--- src/rtl/apb3_region_bridge.sv ---
// APB3 one-to-N bridge: decodes an upstream transfer into one of NUM_SLV regions by an
// ascending base table and runs a registered downstream SETUP/ACCESS sequence with timeout.
module apb3_region_bridge #(
    parameter int unsigned ADDR_WIDTH = 16,
    parameter int unsigned DATA_WIDTH = 32,
    parameter int unsigned NUM_SLV = 3,
    parameter int unsigned IDX_LSB = 2,
    parameter int unsigned IDX_BITS = 5,
    parameter logic [NUM_SLV*IDX_BITS-1:0] BASE_LIST = {5'd15, 5'd11, 5'd5},
    parameter int unsigned TIMEOUT_CYCLES = 255
) (
    input  logic                          clk,
    input  logic                          resetn,
    input  logic                          PSEL,
    input  logic                          PENABLE,
    input  logic [ADDR_WIDTH-1:0]         PADDR,
    input  logic                          PWRITE,
    input  logic [DATA_WIDTH-1:0]         PWDATA,
    output logic                          PREADY,
    output logic [DATA_WIDTH-1:0]         PRDATA,
    output logic                          PSLVERR,
    output logic [NUM_SLV-1:0]            m_psel,
    output logic                          m_penable,
    output logic [ADDR_WIDTH-1:0]         m_paddr,
    output logic                          m_pwrite,
    output logic [DATA_WIDTH-1:0]         m_pwdata,
    input  logic [NUM_SLV-1:0]            m_pready,
    input  logic [NUM_SLV*DATA_WIDTH-1:0] m_prdata,
    input  logic [NUM_SLV-1:0]            m_pslverr
);

    localparam int unsigned SLV_W = (NUM_SLV > 1) ? $clog2(NUM_SLV) : 1;
    localparam int unsigned CNT_W = (TIMEOUT_CYCLES > 1) ? $clog2(TIMEOUT_CYCLES) : 1;
    localparam logic [CNT_W-1:0] CNT_LAST =
        CNT_W'((TIMEOUT_CYCLES == 0) ? 0 : TIMEOUT_CYCLES - 1);

    typedef enum logic [1:0] {StIdle, StDSetup, StDAccess, StResp} state_e;

    state_e                 state_q, state_d;
    logic [SLV_W-1:0]       idx_q, idx_d;
    logic [CNT_W-1:0]       cnt_q, cnt_d;
    logic [IDX_BITS-1:0]    addr_idx;
    logic                   dec_hit;
    logic [SLV_W-1:0]       dec_idx;
    logic                   sel_ready;
    logic                   sel_err;
    logic [DATA_WIDTH-1:0]  sel_rdata;
    logic                   pready_d, pslverr_d, penable_d, pwrite_d;
    logic [DATA_WIDTH-1:0]  prdata_d, pwdata_d;
    logic [ADDR_WIDTH-1:0]  paddr_d;
    logic [NUM_SLV-1:0]     psel_d;

    function automatic logic [NUM_SLV-1:0] to_onehot(input logic [SLV_W-1:0] sel);
        logic [NUM_SLV-1:0] oh;
        oh = '0;
        for (int i = 0; i < NUM_SLV; i++) begin
            if (sel == SLV_W'(i)) oh[i] = 1'b1;
        end
        return oh;
    endfunction

    assign addr_idx = PADDR[IDX_LSB +: IDX_BITS];

    // Bases ascend, so the highest base not above idx owns it.
    always_comb begin
        dec_hit = 1'b0;
        dec_idx = '0;
        for (int i = 0; i < NUM_SLV; i++) begin
            if (addr_idx >= BASE_LIST[i*IDX_BITS +: IDX_BITS]) begin
                dec_hit = 1'b1;
                dec_idx = SLV_W'(i);
            end
        end
    end

    always_comb begin
        sel_ready = 1'b0;
        sel_err   = 1'b0;
        sel_rdata = '0;
        for (int i = 0; i < NUM_SLV; i++) begin
            if (idx_q == SLV_W'(i)) begin
                sel_ready = m_pready[i];
                sel_err   = m_pslverr[i];
                sel_rdata = m_prdata[i*DATA_WIDTH +: DATA_WIDTH];
            end
        end
    end

    always_comb begin
        state_d   = state_q;
        idx_d     = idx_q;
        cnt_d     = cnt_q;
        paddr_d   = m_paddr;
        pwrite_d  = m_pwrite;
        pwdata_d  = m_pwdata;
        psel_d    = '0;
        penable_d = 1'b0;
        pready_d  = 1'b0;
        prdata_d  = '0;
        pslverr_d = 1'b0;
        unique case (state_q)
            StIdle: begin
                if (PSEL && !PENABLE) begin
                    paddr_d  = PADDR;
                    pwrite_d = PWRITE;
                    pwdata_d = PWDATA;
                    idx_d    = dec_idx;
                    if (dec_hit) begin
                        state_d = StDSetup;
                        psel_d  = to_onehot(dec_idx);
                    end else begin
                        state_d   = StResp;
                        pready_d  = 1'b1;
                        pslverr_d = 1'b1;
                    end
                end
            end
            StDSetup: begin
                state_d   = StDAccess;
                psel_d    = to_onehot(idx_q);
                penable_d = 1'b1;
                cnt_d     = '0;
            end
            StDAccess: begin
                if (sel_ready) begin
                    state_d   = StResp;
                    pready_d  = 1'b1;
                    prdata_d  = m_pwrite ? '0 : sel_rdata;
                    pslverr_d = sel_err;
                end else begin
                    cnt_d = cnt_q + CNT_W'(1);
                    if ((TIMEOUT_CYCLES != 0) && (cnt_q == CNT_LAST)) begin
                        state_d   = StResp;
                        pready_d  = 1'b1;
                        pslverr_d = 1'b1;
                    end else begin
                        psel_d    = to_onehot(idx_q);
                        penable_d = 1'b1;
                    end
                end
            end
            StResp: begin
                state_d = StIdle;
            end
            default: begin
                state_d = StIdle;
            end
        endcase
    end

    always_ff @(posedge clk) begin
        if (!resetn) begin
            state_q   <= StIdle;
            idx_q     <= '0;
            cnt_q     <= '0;
            PREADY    <= 1'b0;
            PRDATA    <= '0;
            PSLVERR   <= 1'b0;
            m_psel    <= '0;
            m_penable <= 1'b0;
            m_paddr   <= '0;
            m_pwrite  <= 1'b0;
            m_pwdata  <= '0;
        end else begin
            state_q   <= state_d;
            idx_q     <= idx_d;
            cnt_q     <= cnt_d;
            PREADY    <= pready_d;
            PRDATA    <= prdata_d;
            PSLVERR   <= pslverr_d;
            m_psel    <= psel_d;
            m_penable <= penable_d;
            m_paddr   <= paddr_d;
            m_pwrite  <= pwrite_d;
            m_pwdata  <= pwdata_d;
        end
    end

endmodule

--- config.mk ---
export PLATFORM = sky130hd
export DESIGN_NAME = apb3_region_bridge
export DESIGN_NICKNAME = d
export VERILOG_FILES = /design/src/rtl/apb3_region_bridge.sv
export SDC_FILE = /design/constraint.sdc
export NUM_CORES = 1
export LEC_CHECK = 0
export CORE_MARGIN = 4
export CORE_UTILIZATION = 30
export CTS_CLUSTER_DIAMETER = 120
export DETAILED_ROUTE_END_ITERATION = 12
export PLACE_DENSITY = 0.67
export SYNTH_ARGS = -nofsm -noshare
export SYNTH_HDL_FRONTEND = slang
export SYNTH_SLANG_ARGS = --single-unit
--- constraint.sdc ---
create_clock -name clk -period 2.3 [get_ports clk]
set_input_delay 0.69 -clock clk [delete_from_list [all_inputs] [get_ports clk]]
set_output_delay 0.69 -clock clk [all_outputs]
set_load 0.1 [all_outputs]
# Word-level counts from Yosys, hierarchy flattened
# Cells that the tools add are included.
[op_classes]
add_sub_neg = 1
n_lt_le_gt_ge = 3
n_eq_ne = 11
muxes = 42
bitwise = 3
n_reduce_logical = 10
[op_table]
columns = ["op", "n"]
rows = [
  ["$mux W32", 3],
  ["$mux W1", 23],
  ["$pmux W8 S2", 1],
  ["$mux W3", 4],
  ["$ge A5 B4 Y1 const B", 2],
  ["$mux W2", 5],
  ["$pmux W3 S3", 1],
  ["$add A8 B1 Y8 const B", 1],
  ["$eq A2 B2 Y1 const B", 4],
  ["$eq A8 B8 Y1 const B", 1],
  ["$mux W8", 1],
  ["$pmux W2 S4", 1],
  ["$eq A2 B1 Y1 const B", 3],
  ["$logic_not A2 Y1", 3],
  ["$pmux W1 S2", 3],
  ["$reduce_and A2 Y1", 3],
  ["$ge A5 B3 Y1 const B", 1],
  ["$ne A2 B2 Y1 const B", 2],
  ["$reduce_or A4 Y1", 1],
  ["$ne A3 B3 Y1 const B", 1],
  ["$not A1 Y1", 3],
  ["$reduce_bool A2 Y1", 1],
  ["$logic_and A1 B1 Y1", 1],
  ["$logic_not A1 Y1", 1],
]
[word_totals]
regBits = 99
output_inout_bits = 87
wordCells = 81

# Logic depth before layout (Yosys ltp)
[logic_depth]
depth_word = 8
ltp_mapped = 8
ltp_nobuf = 6

# Worst setup path before layout
# OpenSTA, ideal clock, no wires.
[synth_timing]
path_kind = "input port to flip-flop"
from = "input m_pready[2]"
to = "register PRDATA[0]"
t_arrival_ns = 1.695
t_required_ns = 2.182
path_slack_ns = 0.487
stages = 6
path_buffers = 2
path_cell_list = "mux2i_1 -> a2bb2oi_2 -> or4_1 -> buf_2 -> buf_6 -> nor2_4"
[synth_via]
elab_chain_len = 3
[synth_lines]
columns = ["item", "line", "rtl"]
rows = [
  ["start: declaration", "27", "input logic [NUM_SLV-1:0] m_pready,"],
  ["$mux W1", "81", "if (idx_q == SLV_W'(i)) begin"],
  ["$not A1 Y1 (no source line)", "n/a", ""],
  ["$reduce_or A4 Y1 (no source line)", "n/a", ""],
  ["end signal: assignment", "169", "PRDATA <= prdata_d;"],
  ["end: declaration", "20", "output logic [DATA_WIDTH-1:0] PRDATA,"],
]
# Every way passes these cells.
# A chain may end at the register's enable or synchronous reset.

# Worst setup path in the final report
[layout_timing]
from = "input m_pready[2]"
to = "register PRDATA[17]"
# The elaborated chain is that of the path after synthesis.

==> impl_metrics.json <==
{
  "rsz0062_at_grt": "false",
  "crit_path_start_kind": "input port",
  "worstReg2RegStart": "idx_q[0]",
  "yosysTopAreaCell": "dfxtp_1",
  "post-route-period-util_pct": 92.2,
  "synth_edf_count": 0,
  "wl_um": 14500,
  "rrSetupSlack_ns": 0.30,
  "overflow": 0,
  "cts_root_buffer": "clkbuf_16",
  "tns_ns": 0,
  "grt_max_degree": 56,
  "fin_crit_ns": 2.12,
  "io_buffers": 241,
  "insertion_delay_ns": 0.34,
  "numCtsBuffers": 9,
  "clock-sinks": 99,
  "end_kind": "flop",
  "synth.avg_cell_area_um2": 8.27,
  "dp_hpwl_um": 11300,
  "vias": 4278,
  "netlist_area_mm2": 0.00417,
  "synth_top_area_share_pct": 47.5,
  "worstPathRequired_ns": 2.57,
  "post_cts_buffers": 0,
  "syn2layout_area_growth_pct": 64.1,
  "die_area_mm2": 0.0159,
  "syn_nets": 666,
  "r2r_end": "PRDATA[17]",
  "finalNetCount": 898,
  "antenna_found_initial": 0,
  "clk_pin_slew_ns": 0.07,
  "met2_usage_pct": 32.1,
  "num_rows": 42,
  "coreArea_mm2": 0.0135,
  "relSlewSlack_pct": 51.2,
  "cts.htree.levels": 3,
  "start_util_pct": 31.0,
  "hold_path_depth": 2,
  "nFillCells": 1346,
  "dr.pass1.iters": 4,
  "ys_seq_area_share_pct": 47.5,
  "vdd_drop_max_v": 0.000388,
  "fmax_ghz": 0.472,
  "synth.most_common_cell": "nand2_1",
  "maxCapViolCount": 0,
  "die_y_um": 126,
  "finalPower_mw": 4.97,
  "drc_errors": 0,
  "hold_path.class": "flop to flop",
  "reg2regPathDepth": 5,
  "crit_type": "input port to flop",
  "holdBufCountCts": 0,
  "grt_busiest_layer": "met2",
  "routedWlPerCell_um": 15.8,
  "cp.arrival_ns": 2.39,
  "min_to": "m_pwdata[31]",
  "drt_iter0_drc": 168,
  "grt_pass1_wl_um": 22600,
  "die_w_um": 126,
  "netlist_top_cells_area": "dfxtp_1 47%, a21oi_1 11%, nand2_1 9.5%, mux2i_1 8.4%, nor2_1 5.3%",
  "place.gp.congestion": 0.870,
  "leakagePower_nw": 2.68,
  "hold_viol": 0,
  "ys.flop_type": "dfxtp_1",
  "cts_buffer_depth": 2,
  "detail_route.vias_per_cell": 4.66,
  "cellPowerDensity_mw_per_mm2": 726,
  "synthArstFlopShare_pct": 0,
  "insertedDiodeCount": 0,
  "fin_util_pct": 50.9,
  "crit_fanout": 32,
  "met3_usage_pct": 4.40,
  "grtUsageTotal_pct": 17.5,
  "ys_warn_count": 0,
  "status": "finished, final reports clean",
  "cts_tree": "yes",
  "setup_viol_count_final": 0,
  "io-pin-count": 242,
  "grt_pass1_vias": 4363,
  "final-max-slew-violation-count": 0,
  "use_met1_pct": 19.9,
  "syn_inst": 505,
  "cts_resized": 0,
  "synth_common_cells": "106 x nand2_1, 99 x dfxtp_1, 95 x a21oi_1",
  "clock_skew_ns": 0.00534,
  "post_synth_num_cell_types": 40,
  "antenna_left": 0,
  "drive_gt1_share_pct": 17.9,
  "worstMarginPinSlew_ns": 0.724,
  "synth_seq_cells": 99,
  "pre_cts_slack_ns": -0.174,
  "setup_slack_ns": 0.180,
  "min_from": "m_pwdata[31]"
}
worst max-delay path: stages:
cell and delay, ns:
clkdlybuf4s50_1 0.46, mux2i_1 0.13, a2bb2oi_2 0.17, or4_2 0.58, buf_12 0.21, nor2_1 0.13
cells in the final DEF, fill, tap and decap left out, types with 2 or more instances in the layout:
| cell type | n |
|---|---|
| mux2i_1 | 35 |
| nor4_1 | 2 |
| nand2_1 | 106 |
| o21ai_0 | 5 |
| clkinvlp_4 | 2 |
| nand4b_1 | 2 |
| inv_1 | 7 |
| o22ai_1 | 2 |
| clkbuf_16 | 9 |
| o21a_1 | 3 |
| buf_4 | 99 |
| nand4_1 | 3 |
| nand3b_1 | 2 |
| dfxtp_1 | 98 |
| buf_12 | 2 |
| inv_2 | 2 |
| ha_1 | 6 |
| a21oi_1 | 95 |
| or3_1 | 5 |
| o21ai_1 | 2 |
| or4_1 | 2 |
| nand2b_1 | 2 |
| nand3_1 | 4 |
| o31ai_1 | 2 |
| nor2_4 | 11 |
| nor2_1 | 58 |
| clkdlybuf4s50_1 | 154 |
report_power, final:
part           total, mW  internal (mW)  switching (mW)
clock network       1.41          0.767           0.646
logic               1.68          0.564            1.12
registers           1.88           1.82          0.0624
total               4.97           3.15            1.83
sequential cells by signal, summed over array words and instances (netlist names):
signal,flops
PRDATA,32
m_pwdata,32
m_paddr,16
cnt_q,8
m_psel,3
idx_q,2
state_q,2
PREADY,1
PSLVERR,1
m_penable,1
m_pwrite,1
worst max-delay path by stage:
stage                startpoint          to  cells past startpoint
finish              m_pready[2]  PRDATA[17]                      6
global route        m_pready[2]  PRDATA[20]                      6
CTS                 m_pready[2]  PRDATA[24]                      6
detailed placement  m_pready[2]  PRDATA[24]                      6
global placement    m_pready[2]   PRDATA[0]                      6
floorplan           m_pready[2]   PRDATA[0]                      6
layout make-up:
cell class / count / area [µm²] / area share [%]
Clock buffer: 11 / 243 / 3.54
Clock inverter: 5 / 37.5 / 0.548
Inverter: 9 / 33.8 / 0.493
Multi-Input combinational cell: 363 / 2010 / 29.3
Sequential cell: 99 / 1980 / 29.0
Tap cell: 176 / 220 / 3.22
Timing Repair Buffer: 255 / 2320 / 33.9
stage by stage:
stage / hold slack [ns] / instances / cell area, µm²
floorplan: 0.448 / 505 / 4170
global placement: 0.443 / 902 / 6570
detailed placement: 0.448 / 902 / 6570
CTS: 0.457 / 918 / 6850
global route: 0.482 / 918 / 6850
finish: 0.459 / 918 / 6850
metal layers:
metal | share of wire [%] | vias up
met5 | 0 | -
met4 | 1.9 | 0
met3 | 5.6 | 18
met2 | 52 | 114
met1 | 41 | 1988
li1 | - | 2158
kinds of logic after synthesis:
logic type | count (synthesis) | synth area share [%]
adders and majority gates | 6 | 1.80
muxes | 35 | 8.39
DFF | 99 | 47.5
and+or+nand+nor | 203 | 21.9
buffers and inverters | 43 | 4.74
AOI/OAI and AO/OA | 118 | 15.4
xor gates and xnor gates | 1 | 0.210
(Power assumes the default switching activity.)
